$ cat src/rtl/sfx_mixer.sv
// CODEC sequencer that mixes music with a falling-pitch shot tone and a decaying noise hit.
// Optional SFX_DUCK_EN: music is attenuated a further 6 dB while either effect is active.
module sfx_mixer #(
  parameter int                          SAMPLE_W  = 24,
  parameter logic signed [SAMPLE_W-1:0]  SFX_AMP   = 24'sd1_000_000,
  parameter int                          SHOOT_LEN = 1024,
  parameter int                          SHOOT_HP0 = 8,
  parameter int                          HIT_LEN   = 2048
) (
  input  logic                       clk,
  input  logic                       reset_n,
  input  logic                       read_ready,
  input  logic                       write_ready,
  output logic                       read,
  output logic                       write,
  output logic                       music_en,
  input  logic signed [SAMPLE_W-1:0] note,
  input  logic                       shoot_evt,
  input  logic                       hit_evt,
  output logic signed [SAMPLE_W-1:0] writedata_left,
  output logic signed [SAMPLE_W-1:0] writedata_right
);

  localparam int SW    = $clog2(SHOOT_LEN + 1);
  localparam int HW    = $clog2(HIT_LEN + 1);
  localparam int SUM_W = SAMPLE_W + 2;

  localparam logic [SW-1:0] SH_LEN_C  = SW'(SHOOT_LEN);
  localparam logic [HW-1:0] HIT_LEN_C = HW'(HIT_LEN);
  localparam logic signed [SUM_W-1:0] SAT_MAX = {3'b000, {(SAMPLE_W-1){1'b1}}};
  localparam logic signed [SUM_W-1:0] SAT_MIN = {3'b111, {(SAMPLE_W-1){1'b0}}};

  localparam logic [1:0] ST_IDLE  = 2'd0;
  localparam logic [1:0] ST_FETCH = 2'd1;
  localparam logic [1:0] ST_MIX   = 2'd2;
  localparam logic [1:0] ST_WRITE = 2'd3;

  logic [1:0]                r_state, w_state_nx;
  logic                      r_shoot_q, r_hit_q, r_sh_pend, r_hit_pend;
  logic                      r_sh_on, r_sh_ph, r_hit_on;
  logic [SW-1:0]             r_sh_el;
  logic [15:0]               r_sh_cnt;
  logic [HW-1:0]             r_hit_el;
  logic [15:0]               r_lfsr;
  logic signed [SAMPLE_W-1:0] r_out;

  logic                      w_mix, w_sh_on, w_sh_ph, w_hit_on;
  logic [SW-1:0]             w_sh_el;
  logic [15:0]               w_sh_cnt, w_sh_hp, w_lfsr_nx;
  logic [HW-1:0]             w_hit_el;
  logic signed [SAMPLE_W-1:0] w_sh_val, w_hit_mag, w_hit_val, w_music, w_sat;
  logic signed [SUM_W-1:0]   w_sum;

  assign w_mix = (r_state == ST_MIX);

  // A pending trigger restarts the effect in the very sample being mixed.
  assign w_sh_on  = r_sh_pend | r_sh_on;
  assign w_sh_el  = r_sh_pend ? '0 : r_sh_el;
  assign w_sh_cnt = r_sh_pend ? '0 : r_sh_cnt;
  assign w_sh_ph  = r_sh_pend ? 1'b1 : r_sh_ph;
  assign w_sh_hp  = 16'(SHOOT_HP0) + 16'(w_sh_el >> 6);
  assign w_sh_val = !w_sh_on ? '0 : (w_sh_ph ? SFX_AMP : -SFX_AMP);

  assign w_hit_on  = r_hit_pend | r_hit_on;
  assign w_hit_el  = r_hit_pend ? '0 : r_hit_el;
  assign w_hit_mag = SFX_AMP >>> (w_hit_el >> 9);
  assign w_hit_val = !w_hit_on ? '0 : (r_lfsr[0] ? -w_hit_mag : w_hit_mag);

  assign w_lfsr_nx = {1'b0, r_lfsr[15:1]} ^ (r_lfsr[0] ? 16'hB400 : 16'h0000);

`ifdef SFX_DUCK_EN
  assign w_music = (w_sh_on || w_hit_on) ? (note >>> 2) : (note >>> 1);
`else
  assign w_music = note >>> 1;
`endif

  assign w_sum = {{2{w_music[SAMPLE_W-1]}}, w_music}
               + {{2{w_sh_val[SAMPLE_W-1]}}, w_sh_val}
               + {{2{w_hit_val[SAMPLE_W-1]}}, w_hit_val};

  always_comb begin
    if (w_sum > SAT_MAX) begin
      w_sat = SAT_MAX[SAMPLE_W-1:0];
    end else if (w_sum < SAT_MIN) begin
      w_sat = SAT_MIN[SAMPLE_W-1:0];
    end else begin
      w_sat = w_sum[SAMPLE_W-1:0];
    end
  end

  always_comb begin
    w_state_nx = r_state;
    case (r_state)
      ST_IDLE:  if (read_ready && write_ready) w_state_nx = ST_FETCH;
      ST_FETCH: w_state_nx = ST_MIX;
      ST_MIX:   w_state_nx = ST_WRITE;
      ST_WRITE: if (write_ready) w_state_nx = ST_IDLE;
      default:  w_state_nx = ST_IDLE;
    endcase
  end

  assign read            = (r_state == ST_FETCH);
  assign music_en        = (r_state == ST_FETCH);
  assign write           = (r_state == ST_WRITE) && write_ready;
  assign writedata_left  = r_out;
  assign writedata_right = r_out;

  always_ff @(posedge clk or negedge reset_n) begin
    if (!reset_n) begin
      r_state    <= ST_IDLE;
      r_shoot_q  <= 1'b0;
      r_hit_q    <= 1'b0;
      r_sh_pend  <= 1'b0;
      r_hit_pend <= 1'b0;
      r_sh_on    <= 1'b0;
      r_sh_ph    <= 1'b0;
      r_sh_el    <= '0;
      r_sh_cnt   <= '0;
      r_hit_on   <= 1'b0;
      r_hit_el   <= '0;
      r_lfsr     <= 16'hACE1;
      r_out      <= '0;
    end else begin
      r_state    <= w_state_nx;
      r_shoot_q  <= shoot_evt;
      r_hit_q    <= hit_evt;
      r_sh_pend  <= (shoot_evt & ~r_shoot_q) | (r_sh_pend & ~w_mix);
      r_hit_pend <= (hit_evt & ~r_hit_q) | (r_hit_pend & ~w_mix);
      if (w_mix) begin
        r_out  <= w_sat;
        r_lfsr <= w_lfsr_nx;
        if (w_sh_on) begin
          r_sh_el <= w_sh_el + SW'(1);
          r_sh_on <= (w_sh_el + SW'(1)) != SH_LEN_C;
          if (w_sh_cnt == w_sh_hp - 16'd1) begin
            r_sh_cnt <= '0;
            r_sh_ph  <= ~w_sh_ph;
          end else begin
            r_sh_cnt <= w_sh_cnt + 16'd1;
            r_sh_ph  <= w_sh_ph;
          end
        end
        if (w_hit_on) begin
          r_hit_el <= w_hit_el + HW'(1);
          r_hit_on <= (w_hit_el + HW'(1)) != HIT_LEN_C;
        end
      end
    end
  end

endmodule
$ cat config.mk
export PLATFORM = sky130hd
export DESIGN_NAME = sfx_mixer
export DESIGN_NICKNAME = d
export VERILOG_FILES = /design/src/rtl/sfx_mixer.sv
export SDC_FILE = /design/constraint.sdc
export NUM_CORES = 1
export LEC_CHECK = 0
export CORE_MARGIN = 4
export CORE_UTILIZATION = 25
export DETAILED_ROUTE_END_ITERATION = 16
export PLACE_DENSITY = 0.5
export SLEW_MARGIN = 0
export SYNTH_ARGS = -nofsm -noshare
export SYNTH_HDL_FRONTEND = slang
export SYNTH_SLANG_ARGS = --single-unit
$ cat constraint.sdc
create_clock -name clk -period 5.1 [get_ports clk]
set_input_delay 1.02 -clock clk [delete_from_list [all_inputs] [get_ports clk]]
set_output_delay 1.02 -clock clk [all_outputs]
set_load 0.02 [all_outputs]
==> Yosys cells after proc, flatten, opt, wreduce, memory -nomap -nowiden <==
Index checks and enable logic that the tools add are counted.
{ "word_totals": {"memories": 0, "ram_bits": 0, "romBits": 0, "reg_bits": 88, "input_bits": 30, "latchBits": 0, "output_inout_bits": 51, "elab_cells": 67} }
{ "classes": {"shifts": 1, "reduce_logical": 6, "n_lt_le_gt_ge": 2, "muxes": 16, "bitwise_logic": 13, "multipliers": 0, "eq_ne": 8, "div": 0, "add_sub_neg": 8} }
{ "ops": {"columns": ["cell", "n"], "rows": [
  ["$mux W24", 6],
  ["$mux W16", 3],
  ["$add A25 B24 Y26", 1],
  ["$gt A26 B24 Y1 const B", 1],
  ["$lt A26 B24 Y1 const B", 1],
  ["$add A23 B24 Y25", 1],
  ["$neg A24 Y24", 1],
  ["$sshr A21 B3 Y24 const A", 1],
  ["$add A16 B1 Y16 const B", 1],
  ["$eq A16 B16 Y1", 1],
  ["$xor A15 B16 Y16", 1],
  ["$add A12 B1 Y12 const B", 1],
  ["$mux W12", 1],
  ["$ne A12 B12 Y1 const B", 1],
  ["$add A11 B1 Y11 const B", 1],
  ["$mux W11", 1],
  ["$ne A11 B11 Y1 const B", 1],
  ["$pmux W2 S4", 1],
  ["$sub A6 B1 Y7 const B", 1],
  ["$add A4 B5 Y6 const A", 1],
  ["$reduce_and A2 Y1", 3],
  ["$and A1 B1 Y1", 4],
  ["$eq A2 B2 Y1 const B", 2],
  ["$mux W2", 2],
  ["other kinds (7)", 16]
]} }

==> Longest topological paths before layout <==
Gate-level depths: netlist (run 1).
{ "depth": {"depth_word": 9, "depth_mapped": 25, "depth_no_buf": 22} }

==> Worst setup path after synthesis (run 1) <==
Ideal clock, no wire load.
{ "synth_path": {"path_kind": "flip-flop to flip-flop", "from": "reg r_hit_el[9]", "to": "reg r_out[18] (netlist: writedata_left[18])", "path_slack_ns": -0.277, "period_less_slack_ns": 5.377, "t_arrival_ns": 5.251, "path_buffers": 3, "required_time_ns": 4.974, "stages_incl_launch_ff": 25, "setup_time_ns": 0.126, "cell_sequence": "dfrtp_1 buf_2 nand2_1 inv_1 ha_1 clkbuf_1 nand2_1 ha_1 o21ai_0 or4b_4 or4_4 o21ai_2 xnor2_1 nor2_1 fa_1 ha_1 a21oi_2 o21ai_1 a22o_1 a21o_1 or3_4 a21oi_2 nor3_4 buf_6 a221o_1"} }
{ "synth_between": {"elab_chain_cells": 9, "word_cells_on_any_way": 10, "classes_between": "add/sub (2); order compare (2); shift (1); mux (5)"} }
{ "synth_rtl": {"columns": ["element", "line_no", "text"], "rows": [
  ["start: declaration", "43", "logic [HW-1:0] r_hit_el;"],
  ["start signal: assignment", "144", "r_hit_el <= w_hit_el + HW'(1);"],
  ["$mux W12 *", "65", "assign w_hit_el = r_hit_pend ? '0 : r_hit_el;"],
  ["$sshr A21 B3 Y24 *", "66", "assign w_hit_mag = SFX_AMP >>> (w_hit_el >> 9);"],
  ["$neg A24 Y24", "67", "assign w_hit_val = !w_hit_on ? '0 : (r_lfsr[0] ? -w_hit_mag : w_hit_mag);"],
  ["$mux W24 * (2 in a row)", "67", null],
  ["$add A25 B24 Y26 *", "79", "+ {{2{w_hit_val[SAMPLE_W-1]}}, w_hit_val};"],
  ["$lt A26 B24 Y1", "84", "end else if (w_sum < SAT_MIN) begin"],
  ["$mux W24", "84", null],
  ["$mux W24 *", "82", "if (w_sum > SAT_MAX) begin"],
  ["end signal: assignment", "130", "r_out <= w_sat;"],
  ["end: declaration", "45", "logic signed [SAMPLE_W-1:0] r_out;"]
]} }
Mark *: on every way between the ends. The rest lies on a longest branch, timed or not.
A chain may end at the register's enable or synchronous reset.

==> Worst setup path in the final report (run 1) <==
{ "layout_path": {"from": "reg r_hit_pend", "to": "reg r_out[8] (netlist: writedata_left[8])"} }
{ "layout_between": {"elab_chain_cells": 9, "word_cells_on_any_way": 11, "classes_between": "add/sub (2); order compare (2); shift (1); mux (5); bitwise (1)"} }
{ "layout_rtl": {"columns": ["element", "line_no", "text"], "rows": [
  ["start: declaration", "39", "logic r_shoot_q, r_hit_q, r_sh_pend, r_hit_pend;"],
  ["start signal: assignment", "128", "r_hit_pend <= (hit_evt & ~r_hit_q) | (r_hit_pend & ~w_mix);"],
  ["$mux W12", "65", null],
  ["$sshr A21 B3 Y24", "66", null],
  ["$neg A24 Y24", "67", null],
  ["$mux W24", "67", null],
  ["$mux W24 *", "67", null],
  ["$add A25 B24 Y26 *", "79", null],
  ["$lt A26 B24 Y1", "84", null],
  ["$mux W24", "84", null],
  ["$mux W24 *", "82", null]
]} }
Marks and branches as above.

==> impl_metrics.py, run 1 <==
metrics = {
    "timing": {
        "drv_slew": 0,
        "finalWorstSetupSlack_ns": 0.02908,
        "timing.fmax_mhz": 197.2,
        "slew_headroom": 0.2125,
        "setup_violations": 0,
        "finalHoldViolCount": 0,
        "min_period_ns": 5.071,
        "rsz0062_at_grt": "true",
        "fin_crit_sh": 0.9943,
        "worstMarginPinSlew_ns": 1.173,
        "fin_worst_skew_ns": 0.01521,
        "tns_ns": 0,
    },
    "die": {
        "die_h_um": 179.6,
        "die_area_um2": 32250,
        "initial_core_util": 0.2551,
        "rows": 62,
        "ioPinCount": 81,
        "core_area_um2": 28860,
        "fp.dieW_um": 179.6,
    },
    "placement": {
        "place_congestion": 0.8444,
        "dp_hpwl_um": 14450,
        "port_buffers": 79,
        "placed_area_um2": 8658,
        "pre_cts_ws_ns": -0.2301,
    },
    "yosys": {
        "yosys-top-cells-area": "dfrtp_1 (27%), ha_1 (8.7%), fa_1 (5.2%)",
        "ys_types": 81,
        "seq_area_frac_synth": 0.3005,
        "synth-simple-area-share": 0.1870,
        "synth-edff-count": 0,
        "ys_warn_count": 0,
        "synthCells": 829,
        "synth_compound_area_frac": 0.2036,
        "avgSynthCellArea_um2": 8.879,
        "ys.flop_type": "dfrtp_1",
        "synth-xor-area-share": 0.06510,
        "synthAdderAreaFrac": 0.1384,
        "synth.most_common_cell": "nand2_1",
        "yosysTopAreaCell": "dfrtp_1",
        "synth_top_family_by_area": "compound AO/OA/AOI/OAI gates",
        "mappedNetlistArea_um2": 7361,
        "async_flop_share": 1.000,
        "synth-seq-cells": 88,
        "synth.area.mux_share": 0.03638,
        "netlist.area_leader.share": 0.2720,
        "yosys-top-cells-count": "nand2_1 (82), dfrtp_1 (80), nor2_1 (80)",
        "synth_nets": 929,
    },
    "power_and_ir_drop": {
        "comb_power_share": 0.666,
        "switchingPower_w": 0.002443,
        "power.leakage_nw": 3.929,
        "peakVddDrop_mv": 0.2254,
        "p_per_area_nw_per_um2": 601.6,
        "power_frac_seq": 0.203,
        "p_sw_frac": 0.4335,
        "p_clk_frac": 0.131,
        "internal_power_w": 0.003193,
    },
    "setup_path": {
        "slowest_delay_ns": 0.53,
        "arrival_ns": 5.31,
        "required_ns": 5.34,
        "cp.buffers_inverters": 4,
        "crit_path_cell_trace": "inv_2 -> nand2_4 -> buf_6 -> ha_4 -> and2_4 -> or4b_4 -> or4_4 -> o21ai_2 -> xnor2_1 -> nor2_1 -> fa_1 -> ha_4 -> a21oi_4 -> o21ai_2 -> a22o_1 -> a21o_1 -> or3_4 -> nand3_4 -> a21oi_4 -> buf_12 -> buf_16 -> a221o_2",
        "cp_top_family": "simple AND/OR/NAND/NOR gates",
        "crit_type": "reg2reg",
        "cp_slowest_cell": "fa_1",
        "cp_max_fo": 6,
        "cp-start-kind": "flop",
        "end_kind": "flop",
    },
    "clock_tree": {
        "cts_sinks": 88,
        "clk_path_buf_depth": 2,
        "postCtsHoldBufs": 0,
        "clk_pin_slew_ns": 0.07,
        "root_buffer": "clkbuf_16",
        "cts_buffers": 9,
        "clock_latency_ns": 0.35,
        "htree_levels": 3,
        "cts_tree": "built",
    },
    "global_routing": {
        "grt.overflow.total": 0,
        "grt_pass1_vias": 5962,
        "grt_pass1_wl_um": 31860,
        "track_usage": 0.1191,
        "grt_max_degree": 65,
        "antenna_found_initial": 0,
    },
    "route": {
        "viasPerCell": 4.788,
        "drt_iter0_markers": 346,
        "vias": 6244,
        "antenna_left": 0,
        "drc": 0,
        "dr.pass1.iters": 4,
        "drt-wirelength-per-cell_um": 15.14,
        "wl_um": 19750,
    },
    "final_layout": {
        "fin_nets": 1015,
        "antenna_cells_inserted": 0,
        "fillers": 3032,
        "syn2layout_area_growth_pct": 27.28,
        "multi_input_area_um2": 4847,
        "finalInstanceArea_um2": 9369,
        "final-seq-area_um2": 2212,
        "drive_above_1_share": 0.1924,
    },
    "run": {
        "cap_violations": 0,
    },
    "run_status": {
        "outcome": "complete, no violations",
    },
    "worst_hold_path": {
        "hp-class": "reg2reg",
    },
}
-- stage by stage --
stage	power (W)	instances	util	hold WS, ns
6_report	0.005636	1304	0.3247	0.4212
3_3_place_gp	0.004553	1272	0.3000	0.4043
2_1_floorplan	0.003610	829	-	0.3988
4_1_cts	0.005585	1300	0.3195	0.4220
3_5_place_dp	0.004576	1272	0.3000	0.4121
5_1_grt	0.006059	1304	0.3247	0.4386
-- path summary, 6_finish.rpt --
path                       slack, ns            endpoint  cells after the start  startpoint
setup / recovery                0.03   writedata_left[8]                     22  r_hit_pend
hold / removal                  0.42           r_sh_pend                      1   r_shoot_q
setup reg to reg                0.03   writedata_left[8]                     22  r_hit_pend
hold reg to reg                 0.42           r_sh_pend                      1   r_shoot_q
max in group asynchronous       3.47         r_hit_el[1]                      2     reset_n
min in group asynchronous       0.74  writedata_left[20]                      1     reset_n
-- cell usage in the layout, fill, tap and decap left out, types with 12 or more instances in the layout --
cell	count
dfrtp_1	80
nor2_1	79
clkdlybuf4s50_1	78
nand2_1	77
buf_4	58
o21ai_0	52
a21oi_1	44
ha_1	44
xnor2_1	35
nor3_1	22
nand3_1	21
fa_1	19
inv_1	17
xor2_1	17
nor2b_1	14
and3_1	14
mux2_2	14
o21ai_1	14
a31oi_1	12
-- layer usage --
metal / track usage / part of all wire / up-vias
met1: 0.1722 / 0.50 / 3039
li1: - / - / 3095
met2: 0.1870 / 0.46 / 99
met4: 0.01981 / 0.0095 / 0
met5: 0 / 0 / -
met3: 0.02466 / 0.034 / 11
-- flip-flops by register name (all words and copies together), names as in the netlist, 2 cells and up --
| register | cells |
|---|---|
| r_hit_el | 12 |
| r_sh_el | 11 |
| writedata_left | 24 |
| r_state | 2 |
| r_sh_cnt | 16 |
| r_lfsr | 16 |
-- logic make-up (layout without fill, tap and decap cells) --
kind of cell / count (synthesis) / after routing
simple gates: 283 / 283
compound gates: 215 / 215
buf+inv: 95 / 186
flops: 88 / 88
fa+ha+maj: 70 / 70
xor+xnor: 53 / 53
mux: 25 / 25
-- final cells by class --
cell class | count | share of cell area
Inverter | 23 | 0.009215
Clock inverter | 6 | 0.009882
Clock buffer | 10 | 0.02444
Sequential cell | 88 | 0.2361
Timing Repair Buffer | 147 | 0.1517
Multi-Input combinational cell | 646 | 0.5174
Tap cell | 384 | 0.05128
-- power by group through the flow --
stage | Clock [W] | Sequential [W] | Combinational [W]
global placement | 0 | 0.00116 | 0.00340
detailed placement | 0 | 0.00116 | 0.00342
global route | 0.000797 | 0.00118 | 0.00408
CTS | 0.000772 | 0.00115 | 0.00366
finish | 0.000738 | 0.00114 | 0.00375
floorplan | 0 | 0.00121 | 0.00240
-- what timing repair did --
item / 4_1_cts / 5_1_grt
gates cloned: 2 / 1
gates resized for setup: 21 / 23
buffers inserted: 10 / 3
setup endpoints to repair: 22 / 23
pin swaps: 4 / 11
Note: power is estimated with default switching activity, not from simulation.
==> run 2, diff against run 1 <==
- CAP_MARGIN: default -> 20
- CTS_CLUSTER_DIAMETER: default -> 100
==> run 2 against run 1 <==
Net effect: worst setup slack got worse by 0.0047 ns; routed wire length barely moved; combinational power barely moved; sequential power barely moved; worst hold slack improved by 0.00090 ns.
==> impl_metrics.py, run 2 (synthesis gave the netlist of run 1 again) <==
metrics = {
    "final_layout": {
        "final_cells": 1305,
        "fin_nets": 1016,
        "mostFrequentLayoutCells": "dfrtp_1 (80), nor2_1 (79), clkdlybuf4s50_1 (78)",
        "drive_above_1_share": 0.1933,
        "final_common_cell": "dfrtp_1",
        "syn2layout_area_growth_pct": 27.38,
        "largest_reg_flops": 24,
        "antenna_cells_inserted": 0,
    },
    "power_and_ir_drop": {
        "p_sw_frac": 0.4337,
        "peakVddDrop_mv": 0.2257,
        "power_frac_seq": 0.203,
        "internal_power_w": 0.003197,
        "switchingPower_w": 0.002449,
        "comb_power_share": 0.667,
        "p_per_area_nw_per_um2": 602.1,
        "p_clk_frac": 0.131,
        "power.leakage_nw": 3.933,
    },
    "worst_hold_path": {
        "holdPathStages": 1,
        "hp-class": "reg2reg",
    },
    "setup_path": {
        "cp_top_family": "simple AND/OR/NAND/NOR gates",
        "cp.buffers_inverters": 4,
        "end_kind": "flop",
        "ff2ff_path_depth": 22,
        "cp_max_fo": 6,
        "cp_slowest_cell": "fa_1",
        "required_ns": 5.34,
        "slowest_delay_ns": 0.53,
        "cp-start-kind": "flop",
        "crit_type": "reg2reg",
        "path_depth": 22,
        "crit_path_cell_trace": "inv_2 -> nand2_4 -> buf_6 -> ha_4 -> and2_4 -> or4b_4 -> or4_4 -> o21ai_2 -> xnor2_1 -> nor2_1 -> fa_1 -> ha_4 -> a21oi_4 -> o21ai_2 -> a22o_1 -> a21o_1 -> or3_4 -> nand3_4 -> a21oi_4 -> buf_12 -> buf_16 -> a221o_2",
        "arrival_ns": 5.31,
    },
    "global_routing": {
        "grt_pass1_wl_um": 31860,
        "grt.overflow.total": 0,
        "grt_pass1_vias": 5962,
        "antenna_found_initial": 0,
        "grt_max_degree": 65,
        "track_usage": 0.1191,
    },
    "timing": {
        "drv_slew": 0,
        "worstMarginPinSlew_ns": 0.8411,
        "fin_worst_skew_ns": 0.01464,
        "rsz0062_at_grt": "true",
        "finalHoldViolCount": 0,
        "whs_ns": 0.4221,
        "slew_headroom": 0.4393,
        "finalWorstSetupSlack_ns": 0.02435,
        "min_period_ns": 5.076,
        "fin_crit_sh": 0.9952,
        "setup_violations": 0,
        "tns_ns": 0,
        "timing.fmax_mhz": 197.0,
    },
    "clock_tree": {
        "clock_latency_ns": 0.35,
        "cts_buffers": 9,
        "clk_path_buf_depth": 2,
        "cts_sinks": 88,
        "cts_tree": "built",
        "clk_pin_slew_ns": 0.07,
        "htree_levels": 3,
        "root_buffer": "clkbuf_16",
    },
    "route": {
        "drc": 0,
        "drt_iter0_markers": 303,
        "viasPerCell": 4.750,
        "dr.pass1.iters": 5,
        "wl_um": 19740,
        "vias": 6199,
        "antenna_left": 0,
        "drt-wirelength-per-cell_um": 15.13,
    },
    "placement": {
        "pre_cts_ws_ns": -0.2301,
        "dp_hpwl_um": 14450,
        "place_inst": 1272,
        "port_buffers": 79,
        "place_congestion": 0.8444,
    },
    "die": {
        "ioPinCount": 81,
        "fp.dieW_um": 179.6,
        "core_area_um2": 28860,
        "rows": 62,
        "die_area_um2": 32250,
        "die_h_um": 179.6,
        "initial_core_util": 0.2551,
    },
    "run_status": {
        "outcome": "complete, no violations",
    },
    "run": {
        "cap_violations": 0,
    },
}
## run 2: cell type report
cell class | count | area (um2)
fillers | 3035 | 19480
multi-input cells | 646 | 4847
flip-flops and latches | 88 | 2212
repair buffers | 148 | 1429
well taps | 384 | 480.5
clock buffers | 10 | 229.0
clock inverters | 6 | 92.59
inverters | 23 | 86.33
## run 2: worst reg2reg max path, cell delays in order, from the launching register on
cell and delay [ns]:
dfrtp_1 0.39, inv_2 0.11, nand2_4 0.08, buf_6 0.13, ha_4 0.15, and2_4 0.14
or4b_4 0.51, or4_4 0.44, o21ai_2 0.16, xnor2_1 0.13, nor2_1 0.07, fa_1 0.53
ha_4 0.23, a21oi_4 0.16, o21ai_2 0.08, a22o_1 0.21, a21o_1 0.20, or3_4 0.42
nand3_4 0.11, a21oi_4 0.08, buf_12 0.17, buf_16 0.13, a221o_2 0.35
## run 2: path summary, 6_finish.rpt
| check | from | end | slack [ns] |
|---|---|---|---|
| max | r_hit_pend | writedata_left[8] | 0.02 |
| min | r_shoot_q | r_sh_pend | 0.42 |
| max reg2reg | r_hit_pend | writedata_left[8] | 0.02 |
| min reg2reg | r_shoot_q | r_sh_pend | 0.42 |
| max in group asynchronous | reset_n | r_hit_el[0] | 3.47 |
| min in group asynchronous | reset_n | writedata_left[20] | 0.75 |
## run 2: power groups by stage
stage          clock, W  sequential [W]  combinational (W)
2_1_floorplan         0         0.00121            0.00240
3_3_place_gp          0         0.00116            0.00340
3_5_place_dp          0         0.00116            0.00342
4_1_cts        0.000772         0.00115            0.00366
5_1_grt        0.000797         0.00118            0.00409
6_report       0.000737         0.00114            0.00376
## run 2: stage by stage
step / utilization / total power (W) / area (um2)
floorplan: - / 0.003610 / 7411
global placement: 0.3000 / 0.004553 / 8658
detailed placement: 0.3000 / 0.004576 / 8658
CTS: 0.3195 / 0.005585 / 9221
global route: 0.3249 / 0.006065 / 9376
finish: 0.3249 / 0.005646 / 9376
## run 2: metal layers
metal  global-route usage  wire, um
met1               0.1722      9854
met2               0.1870      9063
met3              0.02466       634
met4              0.01981       187
met5                    0         0
## run 2: repair_timing
item                                    CTS  global route
pin swaps                                 4            11
gates resized for setup                  21            23
cloned                                    2             1
buffers inserted                         10             3
hold buffers                              0             0
endpoints found under the setup margin   22            23
==> run 3, diff against run 2 <==
- CORE_UTILIZATION: 25 -> 38
- HOLD_SLACK_MARGIN: default -> 0.1
- PLACE_DENSITY: 0.5 -> 0.67
==> run 3 against run 2 <==
Net effect: die area shrank 33%; core utilization grew 15 points; final area shrank 3.9%; via count shrank 0.50%; combinational power shrank 5.6%; cell count shrank 10%; clock power shrank 12%; register-to-register slack gained 0.04 ns; worst hold slack lost 0.0064 ns; fmax grew 0.71%; sequential cell count is the same; critical path type unchanged.
==> impl_metrics.py, run 3 (synthesis gave the netlist of run 1 again) <==
metrics = {
    "run_status": {
        "outcome": "complete, no violations",
    },
    "setup_path": {
        "cp_top_family": "simple AND/OR/NAND/NOR gates",
        "crit_top_cell": "ha_4",
        "crit_path_cell_trace": "inv_2 -> nand2_4 -> buf_6 -> ha_4 -> and2_4 -> or4b_4 -> or4_4 -> o21ai_2 -> xnor2_1 -> nor2_1 -> fa_1 -> ha_4 -> a21oi_2 -> o21ai_1 -> a22o_1 -> a21o_1 -> or3_4 -> nand3_4 -> a21oi_4 -> buf_12 -> a221o_2",
        "cp-start-kind": "flop",
        "crit_type": "reg2reg",
        "end_kind": "flop",
        "slowest_delay_ns": 0.54,
        "cp_max_fo": 5,
        "arrival_ns": 5.28,
        "cp.buffers_inverters": 3,
        "required_ns": 5.34,
        "cp_slowest_cell": "fa_1",
    },
    "power_and_ir_drop": {
        "switchingPower_w": 0.002320,
        "p_sw_frac": 0.4330,
        "power_frac_seq": 0.216,
        "p_clk_frac": 0.122,
        "comb_power_share": 0.663,
        "internal_power_w": 0.003039,
        "power_w": 0.005359,
        "peakVddDrop_mv": 0.2777,
        "p_per_area_nw_per_um2": 594.6,
        "power.leakage_nw": 3.839,
    },
    "placement": {
        "port_buffers": 79,
        "place_inst": 1145,
        "place_congestion": 0.9189,
        "dp_hpwl_um": 13070,
    },
    "timing": {
        "min_period_ns": 5.040,
        "finalHoldViolCount": 0,
        "drv_slew": 0,
        "slew_headroom": 0.4877,
        "setup_violations": 0,
        "tns_ns": 0,
        "fin_crit_sh": 0.9882,
        "whs_ns": 0.4157,
        "worstMarginPinSlew_ns": 0.7685,
        "rsz0062_at_grt": "true",
        "timing.fmax_mhz": 198.4,
        "fin_worst_skew_ns": 0.01277,
    },
    "final_layout": {
        "antenna_cells_inserted": 0,
        "fin_nets": 1008,
        "final_cells": 1173,
        "fillers": 1848,
        "mostFrequentLayoutCells": "nor2_1 (80), dfrtp_1 (80), clkdlybuf4s50_1 (78)",
        "syn2layout_area_growth_pct": 22.44,
        "largest_reg_flops": 24,
        "drive_above_1_share": 0.1731,
    },
    "route": {
        "dr.pass1.iters": 5,
        "antenna_left": 0,
        "viasPerCell": 5.258,
        "vias": 6168,
        "drc": 0,
        "wl_um": 17450,
        "drt-wirelength-per-cell_um": 14.87,
        "drt_iter0_markers": 366,
    },
    "die": {
        "die_area_um2": 21660,
        "core_area_um2": 18890,
        "fp.dieW_um": 147.2,
        "die_h_um": 147.2,
        "ioPinCount": 81,
        "rows": 50,
        "initial_core_util": 0.3896,
    },
    "global_routing": {
        "grt_pass1_vias": 5766,
        "grt_max_degree": 56,
        "track_usage": 0.1600,
        "grt.overflow.total": 0,
        "grt_pass1_wl_um": 28870,
        "antenna_found_initial": 0,
    },
    "clock_tree": {
        "clock_latency_ns": 0.35,
        "cts_tree": "built",
        "clk_pin_slew_ns": 0.07,
        "postCtsHoldBufs": 0,
        "cts_buffers": 9,
        "htree_levels": 3,
        "cts_sinks": 88,
        "clk_path_buf_depth": 2,
        "root_buffer": "clkbuf_16",
    },
    "worst_hold_path": {
        "hp-class": "reg2reg",
    },
    "run": {
        "cap_violations": 0,
    },
}
-- run 3: timing repair --
item	CTS	global route
setup buffers	5	4
pin swaps	2	4
endpoints found under the setup margin	22	23
gates resized for setup	7	23
cloned	0	2
-- run 3: worst paths after layout --
check | startpoint | end | slack (ns) | cells past startpoint
setup / recovery | r_hit_pend | writedata_left[4] | 0.06 | 21
hold / removal | r_shoot_q | r_sh_pend | 0.42 | 1
setup reg to reg | r_hit_pend | writedata_left[4] | 0.06 | 21
hold reg to reg | r_shoot_q | r_sh_pend | 0.42 | 1
max in group asynchronous | reset_n | r_lfsr[0] | 3.39 | 2
min in group asynchronous | reset_n | writedata_left[11] | 0.72 | 1
-- run 3: through the flow --
stage	setup WS, ns	cell area, um2	util
floorplan	0.0004898	7411	-
global placement	-0.08141	8468	0.4482
detailed placement	-0.09814	8468	0.4482
CTS	0.02007	8823	0.4670
global route	-0.1297	9012	0.4770
finish	0.06004	9012	0.4770
-- run 3: layout make-up --
| class | instances | area (um2) | share of cell area |
|---|---|---|---|
| Sequential cell | 88 | 2212 | 0.2455 |
| Clock buffer | 12 | 236.5 | 0.02624 |
| Clock inverter | 4 | 47.55 | 0.005276 |
| Tap cell | 260 | 325.3 | 0.03610 |
| Multi-Input combinational cell | 646 | 4792 | 0.5317 |
| Inverter | 23 | 86.33 | 0.009579 |
| Timing Repair Buffer | 140 | 1313 | 0.1456 |
-- run 3: power by group through the flow --
stage          Sequential (W)  Clock [W]  Combinational [W]
5_1_grt               0.00120   0.000697            0.00387
6_report              0.00116   0.000651            0.00355
3_5_place_dp          0.00117          0            0.00333
3_3_place_gp          0.00116          0            0.00329
4_1_cts               0.00116   0.000673            0.00342
2_1_floorplan         0.00121          0            0.00240
-- run 3: routing by layer --
| metal | vias to the layer above | share of wire | track usage |
|---|---|---|---|
| met3 | 15 | 0.037 | 0.02838 |
| met4 | 0 | 0.013 | 0.04147 |
| met5 | - | 0 | 0 |
| li1 | 3093 | - | - |
| met2 | 113 | 0.45 | 0.2472 |
| met1 | 2947 | 0.50 | 0.2322 |
-- run 3: worst reg2reg max path, cell delays in order (launching register included) --
cell,delay (ns)
dfrtp_1,0.39
inv_2,0.13
nand2_4,0.09
buf_6,0.13
ha_4,0.15
and2_4,0.13
or4b_4,0.51
or4_4,0.44
o21ai_2,0.16
xnor2_1,0.13
nor2_1,0.08
fa_1,0.54
ha_4,0.24
a21oi_2,0.16
o21ai_1,0.11
a22o_1,0.21
a21o_1,0.20
or3_4,0.38
nand3_4,0.10
a21oi_4,0.11
buf_12,0.19
a221o_2,0.35
